==> src/rtl/axis_cpu_pipe_ctl_pkg.sv <==
// Shared definitions for the axis_cpu pipeline sequencer.
// Contents: FSM state encoding and the default PC-advance counter width.
// No ports; imported by the sequencer top.
package axis_cpu_pipe_ctl_pkg;

    // Default width of the per-instruction PC-advance counters.
    localparam int ICOUNT_WIDTH_DEFAULT = 6;

    // Host-visible run control states.
    typedef enum logic [1:0] {
        PIPE_IDLE  = 2'd0,
        PIPE_RUN   = 2'd1,
        PIPE_DRAIN = 2'd2
    } pipe_state_t;

endpackage

==> src/rtl/axis_cpu_sat_cnt.sv <==
// Saturating loadable up-counter.
// Ports: clk/rst (async active-high), load + load_val (priority), inc, count.
// Latency: count updates one cycle after load/inc; it holds at all-ones.
module axis_cpu_sat_cnt #(
    parameter int WIDTH = 6
) (
    input  logic             clk,
    input  logic             rst,
    input  logic             load,
    input  logic [WIDTH-1:0] load_val,
    input  logic             inc,
    output logic [WIDTH-1:0] count
);

    localparam logic [WIDTH-1:0] CNT_MAX = '1;

    always_ff @(posedge clk or posedge rst) begin
        if (rst) begin
            count <= '0;
        end else if (load) begin
            count <= load_val;
        end else if (inc && (count != CNT_MAX)) begin
            count <= count + 1'b1;
        end
    end

endmodule

==> src/rtl/axis_cpu_pipe_ctl.sv <==
// Pipeline sequencer for the three-stage axis_cpu: stage valids, PC/latch enables,
// stage1/stage2 hazard detection, mispredict flush, per-instruction PC-advance count.
// Ports: host start/halt_req, stage hazard inputs, stage2_rdy/branch_mispredict in;
// PC_en, stage enables/valids, hazard, icount, busy out. Enables are combinational.
module axis_cpu_pipe_ctl
    import axis_cpu_pipe_ctl_pkg::*;
#(
    parameter int ICOUNT_WIDTH = ICOUNT_WIDTH_DEFAULT
) (
    input  logic                    clk,
    input  logic                    rst,
    input  logic                    start,
    input  logic                    halt_req,
    input  logic                    stage1_reads_A,
    input  logic                    stage1_reads_X,
    input  logic                    stage1_reads_imm,
    input  logic                    stage2_writes_A,
    input  logic                    stage2_writes_X,
    input  logic                    stage2_writes_imm,
    input  logic                    stage2_rdy,
    input  logic                    branch_mispredict,
    output logic                    PC_en,
    output logic                    stage1_vld,
    output logic                    stage1_en,
    output logic                    stage2_vld,
    output logic                    stage2_en,
    output logic                    hazard,
    output logic [ICOUNT_WIDTH-1:0] icount,
    output logic                    busy
);

    localparam logic [ICOUNT_WIDTH-1:0] CNT_MAX = '1;
    localparam logic [ICOUNT_WIDTH-1:0] CNT_ONE = {{(ICOUNT_WIDTH-1){1'b0}}, 1'b1};

    pipe_state_t state_q;
    pipe_state_t state_d;

    logic                    mispredict;
    logic                    fetch_ok;
    logic                    s2_fire;
    logic                    s2_free;
    logic                    s1_adv;
    logic                    s1_free;
    logic                    pc_step;
    logic [ICOUNT_WIDTH-1:0] s1_cnt;
    logic [ICOUNT_WIDTH-1:0] s2_cnt;
    logic [ICOUNT_WIDTH-1:0] s2_load_val;

    // The mispredict input is combinational straight through to PC_en; mask it
    // so every output is quiet while reset is held.
    assign mispredict = branch_mispredict && !rst;

    // ------------------------------------------------------------------
    // Run/drain/idle FSM
    // ------------------------------------------------------------------
    always_ff @(posedge clk or posedge rst) begin
        if (rst) begin
            state_q <= PIPE_IDLE;
        end else begin
            state_q <= state_d;
        end
    end

    always_comb begin
        state_d = state_q;
        busy    = 1'b1;
        case (state_q)
            PIPE_IDLE: begin
                busy = 1'b0;
                // start wins over a simultaneous halt_req
                if (start) begin
                    state_d = PIPE_RUN;
                end
            end
            PIPE_RUN: begin
                if (halt_req) begin
                    state_d = PIPE_DRAIN;
                end
            end
            PIPE_DRAIN: begin
                if (!stage1_vld && !stage2_vld) begin
                    state_d = PIPE_IDLE;
                end
            end
            default: begin
                state_d = PIPE_IDLE;
            end
        endcase
    end

    assign fetch_ok = (state_q == PIPE_RUN);

    // ------------------------------------------------------------------
    // Handshake / hazard logic
    // ------------------------------------------------------------------
    assign s2_fire = stage2_vld && stage2_rdy;
    assign s2_free = !stage2_vld || stage2_rdy;

    // Raised even when stage2 retires this cycle: its write lands at the
    // edge, so the operand stage1 reads now is still the old value.
    assign hazard = stage1_vld && ((stage1_reads_A   && stage2_writes_A) ||
                                   (stage1_reads_X   && stage2_writes_X) ||
                                   (stage1_reads_imm && stage2_writes_imm));

    assign s1_adv  = stage1_vld && s2_free && !hazard && !mispredict;
    assign s1_free = !stage1_vld || s1_adv;

    // A mispredict reloads the PC regardless of run state.
    assign PC_en     = mispredict || (fetch_ok && s1_free);
    assign stage1_en = fetch_ok && s1_free && !mispredict;
    assign stage2_en = s1_adv;

    // ------------------------------------------------------------------
    // Stage valid bits
    // ------------------------------------------------------------------
    always_ff @(posedge clk or posedge rst) begin
        if (rst) begin
            stage1_vld <= 1'b0;
            stage2_vld <= 1'b0;
        end else if (mispredict) begin
            stage1_vld <= 1'b0;
            stage2_vld <= 1'b0;
        end else begin
            if (s1_adv) begin
                stage2_vld <= 1'b1;
            end else if (s2_fire) begin
                stage2_vld <= 1'b0;
            end
            if (s1_free) begin
                stage1_vld <= fetch_ok;
            end
        end
    end

    // ------------------------------------------------------------------
    // PC-advance accounting
    // ------------------------------------------------------------------
    // A PC step that is not a mispredict reload counts against every
    // instruction already resident; a freshly loaded one is handled by load.
    assign pc_step = PC_en && !mispredict;

    // The stage1 instruction carries the PC step of the cycle it advances
    // into stage2 (none while draining, since PC_en is low then).
    assign s2_load_val = (pc_step && (s1_cnt != CNT_MAX)) ? (s1_cnt + 1'b1) : s1_cnt;

    axis_cpu_sat_cnt #(
        .WIDTH (ICOUNT_WIDTH)
    ) u_s1_cnt (
        .clk      (clk),
        .rst      (rst),
        .load     (stage1_en),
        .load_val (CNT_ONE),
        .inc      (pc_step && stage1_vld),
        .count    (s1_cnt)
    );

    axis_cpu_sat_cnt #(
        .WIDTH (ICOUNT_WIDTH)
    ) u_s2_cnt (
        .clk      (clk),
        .rst      (rst),
        .load     (s1_adv),
        .load_val (s2_load_val),
        .inc      (pc_step && stage2_vld),
        .count    (s2_cnt)
    );

    assign icount = s2_cnt;

endmodule

==> config.mk <==
export PLATFORM = sky130hd
export DESIGN_NAME = axis_cpu_pipe_ctl
export DESIGN_NICKNAME = d
export VERILOG_FILES = /design/src/rtl/axis_cpu_pipe_ctl_pkg.sv /design/src/rtl/axis_cpu_sat_cnt.sv /design/src/rtl/axis_cpu_pipe_ctl.sv
export SDC_FILE = /design/constraint.sdc
export NUM_CORES = 1
export LEC_CHECK = 0
export ABC_AREA = 1
export CORE_UTILIZATION = 48
export DETAILED_ROUTE_END_ITERATION = 8
export GPL_ROUTABILITY_DRIVEN = 0
export GPL_TIMING_DRIVEN = 1
export PLACE_DENSITY = 0.78
export SYNTH_ARGS = -nofsm -noshare
export SYNTH_HDL_FRONTEND = slang
export SYNTH_SLANG_ARGS = --single-unit
==> constraint.sdc <==
create_clock -name clk -period 1.71 [get_ports clk]
set_clock_uncertainty 0.2 [all_clocks]
set_input_delay 0.2565 -clock clk [delete_from_list [all_inputs] [get_ports clk]]
set_output_delay 0.2565 -clock clk [all_outputs]
set_load 0.02 [all_outputs]
==> impl_metrics.tcl <==
set metrics [dict create \
    grt_overflow 0 \
    synth_nets 149 \
    slew_viol_final 0 \
    antenna_found_initial 0 \
    die_x_um 48.09 \
    clk_latency_ns 0.30 \
    yosys_most_used_dff "dfrtp_1" \
    rr_worst_depth 9 \
    clock_sinks 16 \
    io_buffers 24 \
    power.leakage_nw 0.8301 \
    r2r_start "u_s1_cnt.count[0]" \
    ios 25 \
    clk_pin_slew_ns 0.10 \
    cp-startpoint "stage2_vld" \
    cp-end-kind "primary output" \
    initial_core_util_pct 51.45 \
    core_sq_um 1982 \
    tritoncts "done" \
    avgViaCountPerCell 5.041 \
    ys_warn_count 0 \
    tightestPinTransition_ns 0.2482 \
    syn_area_sq_um 1020 \
    antenna_left 0 \
    synth-edff-count 0 \
    startpoint_type "register" \
    hold_buffers 0 \
    cp_data_required_time_ns 1.25 \
    synthTopCellsByArea "dfrtp_1 39%, nand2_1 11%, inv_1 5.5%" \
    drc_errors 0 \
    synth.top_cell.area_share_pct 39.26 \
    clock-root-buffer "clkbuf_4" \
    regToRegSetupSlack_ns 0 \
    grt_pass1_vias 896 \
    fmax_ghz 0.5406 \
    routed_wl_mm 2.793 \
    hold_viol 0 \
    drive_gt1_share_pct 37.17 \
    post-route-cell-area_sq_um 1637 \
    antennaDiodeCount 0 \
    syn_area_per_cell_sq_um 7.554 \
    first_pass_iters 4 \
    rsz0062_at_grt "true" \
    placed_area_sq_um 1446 \
    status "finished, violations left" \
    dp_hpwl_mm 1.909 \
    cts_buffers 3 \
    dieArea_sq_um 2313 \
    track_usage_pct 25.31 \
    die_height_um 48.09 \
    violations "setup timing" \
    min_path_type "input port to asynchronous set/reset pin" \
    setup_violations 4 \
    clockBufferDepth 2 \
    fin_crit_sh_pct 108.2 \
    synth-async-reset-ratio_pct 100.0 \
    tns_ns -0.2837 \
    synth_cell_types 22 \
    cap_violations 0 \
    reg2reg_to "u_s2_cnt.count[3]" \
    period_needed_ns 1.850 \
    ir_drop_uv 1043 \
    vias 1099 \
    netlist.top_cell.by_area "dfrtp_1" \
    pre_cts_ws_ns -0.7094 \
    synth_cells 135 \
    critPathKind "register to primary output" \
    final_net_count 206 \
    fp-row-count 16 \
    routedWlPerCell_um 12.81 \
    grt_pass1_wl_mm 3.953 \
    ys_seq_elements 16 \
    synth_common_cells "31 x nand2_1, 16 x dfrtp_1, 15 x inv_1" \
    grt_start_max_net_pins 17 \
    power.density_cell_area_nw_per_um2 1394 \
    setup_ws_ns -0.1396 \
    areaGrowthSynthToFinish_pct 60.49 \
    maxSlewHeadroom_pct 83.32 \
    cp_max_fo 2 \
    first_iter_violations 22 \
    arrival_ns 1.39 \
    cts_max_level 1 \
    seq_area_frac_synth_pct 39.26 \
    yosysMostFrequentCell "nand2_1" \
]
-- per-layer routing --
metal | wire (um) | GRT usage, % | share of wire [%] | up-vias
met5 | 0 | 0 | 0 | -
met4 | 45 | 8.333 | 1.6 | 0
met3 | 117 | 2.222 | 4.2 | 5
met2 | 1449 | 43.78 | 52 | 39
met1 | 1181 | 33.33 | 42 | 508
li1 | - | - | - | 547
-- registers in the layout (all words and copies together), names as in the netlist --
register and flops:
u_s1_cnt.count 6, u_s2_cnt.count 6, state_q 2, stage1_vld 1, stage2_vld 1
-- worst max-delay path, stage by stage, from the launching register on --
cell	delay [ns]
dfrtp_1	0.40
inv_2	0.08
nor2_4	0.04
nor2_4	0.12
buf_6	0.12
nand2_4	0.04
nand3_4	0.07
nand2_4	0.06
inv_2	0.06
buf_6	0.11
-- layout by cell type (no fill, tap or decap), types with 5 or more instances in the layout --
master / netlist / routed
dfrtp_1: 16 / 15
inv_2: 7 / 7
xor2_1: 5 / 5
inv_1: 15 / 15
dlygate4sd2_1: 0 / 15
buf_4: 0 / 24
nand3_1: 9 / 6
nand2_1: 31 / 29
nor2_1: 14 / 11
nand4_1: 5 / 5
nor2_4: 2 / 5
buf_6: 0 / 7
-- power by group --
part           switching (mW)  internal [mW]
clock                   0.132         0.0911
combinational           0.793          0.656
sequential              0.105          0.504
total                    1.03           1.25
-- cell type report --
class | count | area [sq um]
Clock buffer | 4 | 26.28
Sequential cell | 16 | 401.6
Tap cell | 27 | 33.78
Inverter | 23 | 91.34
Multi-Input combinational cell | 96 | 638.1
Fill cell | 116 | 345.3
Timing Repair Buffer | 52 | 445.4
-- worst max-delay path by stage --
stage / cells past startpoint / endpoint
after floorplan: 7 / PC_en
after global placement: 9 / PC_en
after detailed placement: 9 / PC_en
after CTS: 9 / stage1_en
after global routing: 9 / stage1_en
final: 9 / stage1_en
-- stage by stage --
step                hold slack (ns)  utilization (%)  std cells  power (mW)
floorplan                   -0.1100                -        135       1.343
global placement             0.2868            72.98        204       1.906
detailed placement           0.2945            72.98        204       1.939
CTS                          0.1393            79.17        213       2.202
global route                 0.1707            82.58        218       2.445
finish                       0.1227            82.58        218       2.282
-- cells by family (layout without fill, tap and decap cells) --
| kind of cell | count (synthesis) | after routing | share of synthesized area [%] |
|---|---|---|---|
| xor+xnor | 6 | 6 | 5.153 |
| simple gates | 73 | 73 | 36.32 |
| flops | 16 | 16 | 39.26 |
| compound gates | 15 | 15 | 8.344 |
| fa+ha+maj | 2 | 2 | 2.454 |
| buf+inv | 23 | 79 | 8.466 |
-- repair_timing --
action | 4_1_cts | 5_1_grt
resized for setup | 54 | 10
endpoints found under the setup margin | 19 | 11
pin swaps | 8 | 7
buffers inserted | 5 | 6
endpoints found under the hold margin | 0 | 0
(Power assumes the default switching activity.)
